[config.mk]
export PLATFORM = sky130hd
export DESIGN_NAME = loadable_down_counter
export DESIGN_NICKNAME = d
export VERILOG_FILES = /design/src/rtl/loadable_down_counter_pkg.sv /design/src/rtl/loadable_down_counter.sv
export SDC_FILE = /design/constraint.sdc
export NUM_CORES = 1
export LEC_CHECK = 0
export BUFFER_PORTS_ARGS = -buffer_cell sky130_fd_sc_hd__buf_2
export CORE_MARGIN = 3
export CORE_UTILIZATION = 35
export CTS_BUF_LIST = sky130_fd_sc_hd__clkbuf_4 sky130_fd_sc_hd__clkbuf_8 sky130_fd_sc_hd__clkbuf_16
export CTS_CLUSTER_DIAMETER = 150
export DETAILED_ROUTE_END_ITERATION = 12
export GPL_TIMING_DRIVEN = 0
export SLEW_MARGIN = 0
export SYNTH_ARGS = -nofsm -noshare
export SYNTH_HDL_FRONTEND = slang
export SYNTH_SLANG_ARGS = --single-unit
[constraint.sdc]
create_clock -name clk -period 3.23 [get_ports clk]
set_clock_uncertainty 0.1 [all_clocks]
set_input_delay 0.1615 -clock clk [delete_from_list [all_inputs] [get_ports clk]]
set_output_delay 0.1615 -clock clk [all_outputs]
set_load 0.005 [all_outputs]
[src/rtl/loadable_down_counter_pkg.sv]
// Shared definitions for the loadable down counter: FSM state encodings and default width.
package loadable_down_counter_pkg;

    localparam int unsigned DEFAULT_WIDTH = 4;

    typedef enum logic [1:0] {
        ST_IDLE = 2'd0,
        ST_RUN  = 2'd1,
        ST_DONE = 2'd2
    } state_e;

endpackage

[src/rtl/loadable_down_counter.sv]
// Loadable down counter with one-shot / periodic modes and a registered terminal-count pulse.
module loadable_down_counter
    import loadable_down_counter_pkg::*;
#(
    parameter int unsigned WIDTH = DEFAULT_WIDTH
) (
    input  logic             clk,
    input  logic             rst,
    input  logic             load,
    input  logic [WIDTH-1:0] data,
    input  logic             en,
    input  logic             auto_reload,
    output logic [WIDTH-1:0] count,
    output logic             tc,
    output logic             busy,
    output logic             done
);

    state_e           state_q, state_d;
    logic [WIDTH-1:0] count_q, count_d;
    logic [WIDTH-1:0] reload_q, reload_d;
    logic             tc_q, tc_d;

    always_comb begin
        state_d  = state_q;
        count_d  = count_q;
        reload_d = reload_q;
        tc_d     = 1'b0;

        if (load) begin
            count_d  = data;
            reload_d = data;
            state_d  = (data != '0) ? ST_RUN : ST_DONE;
        end else begin
            case (state_q)
                ST_IDLE: ;
                ST_RUN: begin
                    if (en) begin
                        if (count_q > WIDTH'(1)) begin
                            count_d = count_q - WIDTH'(1);
                        end else if (count_q == WIDTH'(1)) begin
                            count_d = '0;
                            tc_d    = 1'b1;
                            if (!auto_reload) state_d = ST_DONE;
                        end else if (auto_reload) begin
                            count_d = reload_q;
                        end else begin
                            // Mode dropped to one-shot while parked at zero: finish without a second tc.
                            state_d = ST_DONE;
                        end
                    end
                end
                ST_DONE: ;
                default: state_d = ST_IDLE;
            endcase
        end
    end

    always_ff @(posedge clk) begin
        if (rst) begin
            state_q  <= ST_IDLE;
            count_q  <= '0;
            reload_q <= '0;
            tc_q     <= 1'b0;
        end else begin
            state_q  <= state_d;
            count_q  <= count_d;
            reload_q <= reload_d;
            tc_q     <= tc_d;
        end
    end

    assign count = count_q;
    assign tc    = tc_q;
    assign busy  = (state_q == ST_RUN);
    assign done  = (state_q == ST_DONE);

endmodule

==> flow_metrics.tcl <==
set metrics [dict create \
    finalCoreUtilization_pct 47.5 \
    rows 14 \
    slew_viol_final 0 \
    synth.distinct_cells 27 \
    p_int_uw 237 \
    die_y_um 48.2 \
    setup_tns_ns 0 \
    slowest_stage "dfxtp_1" \
    n_antenna_cell 0 \
    hold_viol_final 0 \
    antenna_found_initial 0 \
    drc 0 \
    synthDominantCellAreaShare_pct 35.3 \
    yosysTopAreaCell "dfxtp_1" \
    cts_tree "done" \
    ys.flop_type "dfxtp_1" \
    final_area_sq_um 757 \
    syn2layout_area_growth_pct 21.2 \
    hold_path.class "in -> reg" \
    nNetsFinal 102 \
    setup_viol 0 \
    grt_pass1_wl_mm 2.37 \
    post-route-period-util_pct 58.2 \
    cp.arrival_ns 1.92 \
    async_flop_share_pct 0 \
    ys_seq_area_share_pct 35.3 \
    ys_ff_latch 11 \
    layout_min_cycle_time_ns 1.88 \
    syn-cell-area_sq_um 624 \
    fp.dieArea_sq_um 2330 \
    drv_cap 0 \
    power.share.sequential_pct 45.5 \
    drtIter0Drc 14 \
    root_buffer "clkbuf_4" \
    crit_path_max_incr_delay_ns 0.37 \
    postCtsSetupRepairBufs 0 \
    critical-path-top-delay-family "compound AO/OA/AOI/OAI gates" \
    pin_count 16 \
    yosysWarnings 0 \
    worstPathMaxFanout 8 \
    via_count 582 \
    critPathRequiredTime_ns 3.27 \
    stdcell_count 114 \
    cts_sinks 11 \
    vdd_ir_drop_max_v 0.000364 \
    io_buffers 15 \
    ctsResizeCount 0 \
    end_kind "flop" \
    path_cells "inv_1, ha_1, nor4b_4, o2bb2ai_1, a31o_2, a21oi_1" \
    grt_pass1_vias 533 \
    routed_wl_mm 1.38 \
    syn_inst 71 \
    clkPwrFrac_pct 27.2 \
    synth_area_per_cell_sq_um 8.79 \
    place_area_sq_um 729 \
    critPathKind "reg -> reg" \
    hpwl_mm 1.05 \
    relSlewSlack_pct 59.9 \
    cts_inserted_buffers 3 \
    ctsHtreeMaxLevel 1 \
    wl_per_cell_um 12.1 \
    p_leak_uw 0.000334 \
    fmax_mhz 532 \
    grt_max_degree 11 \
    clkSlewWorstSetupHoldPaths_ns 0.08 \
    yosys-top-cells-area "dfxtp_1 35%, nor2_1 6.6%, mux2i_1 6.4%" \
    place_congestion 0.811 \
    syn-num-nets 82 \
    drtAntennaViolNets 0 \
    fp.coreArea_sq_um 1590 \
    p_per_area_nw_per_um2 457 \
    drive_above_1_share_pct 26.7 \
    dp_cells 110 \
    p_switching_uw 109 \
    avgViaCountPerCell 5.11 \
    clk_path_buf_depth 2 \
    synthTopCellsByCount "11 x dfxtp_1, 11 x nor2_1, 6 x nor2b_1" \
    start_util_pct 39.2 \
    drt_pass1_iterations 3 \
    grt-ovfl-total 0 \
    synth_enable_flop_cells 0 \
    start_kind "flop" \
    grt_util_all_layers_pct 14.6 \
    critPathBufInv 1 \
    status "finished clean" \
    ctsHoldBuffers 0 \
    die_w_um 48.2 \
    sw_frac_of_total_pct 31.4 \
    clk_latency_ns 0.27 \
    tightest_slew_ns 0.602 \
    grt_setup_unrepaired "false" \
    power_frac_comb_pct 27.3 \
]
## flip-flops by register name (all words and copies together) (netlist names)
register  cells
count         4
tc            1
state_q       2
reload_q      4
## power groups by stage
stage               combinational (uW)  clock [uW]  sequential (uW)
finish                            94.4        94.1              157
global route                       106         108              160
CTS                               95.5        97.4              157
detailed placement                95.0           0              161
global placement                  94.3           0              161
floorplan                         67.4           0              159
## stage by stage
step	worst slack [ns]	hold slack, ns	power (uW)
2_1_floorplan	1.57	0.133	227
3_3_place_gp	1.34	0.290	255
3_5_place_dp	1.33	0.292	256
4_1_cts	1.32	0.00881	350
5_1_grt	1.18	0.00444	374
6_report	1.35	0.0171	346
## logic make-up (layout without fill, tap and decap cells)
family / after synthesis / after routing / synth area share [%]
muxes: 4 / 4 / 6.41
and+or+nand+nor: 31 / 31 / 30.1
adders and majority gates: 2 / 2 / 4.01
buffers and inverters: 7 / 26 / 4.61
DFF: 11 / 11 / 35.3
AOI/OAI and AO/OA: 16 / 16 / 19.6
## placed cells by master (no fill, tap or decap), types with 2 or more instances in the layout
cell,count
inv_1,4
mux2i_1,4
buf_2,17
a21oi_1,3
ha_1,2
clkbuf_4,3
nor3_1,2
nor2_1,11
nand3b_1,2
dfxtp_1,11
a221oi_1,2
nor2b_1,6
nand2_1,4
o41ai_1,4
## layer usage
metal	up-vias	wire (um)	global-route usage [%]
met4	0	10	3.23
met1	269	707	19.0
li1	303	-	-
met3	2	45	7.01
met2	8	612	21.9
met5	-	0	0
## worst paths after layout
kind / startpoint / slack, ns / cells after the start / endpoint
max: count[1] / 1.35 / 6 / count[2]
max reg2reg: count[1] / 1.35 / 6 / count[2]
min reg2reg: reload_q[2] / 0.38 / 2 / reload_q[2]
min: rst / 0.02 / 2 / state_q[0]
## cell type report
cell class	count	area, sq um
Buffer	3	13.8
Clock buffer	3	22.5
Clock inverter	1	5.00
Fill cell	167	837
Inverter	4	15.0
Multi-Input combinational cell	53	375
Sequential cell	11	220
Tap cell	24	30.0
Timing Repair Buffer	15	75.1
(Power assumes the default switching activity.)
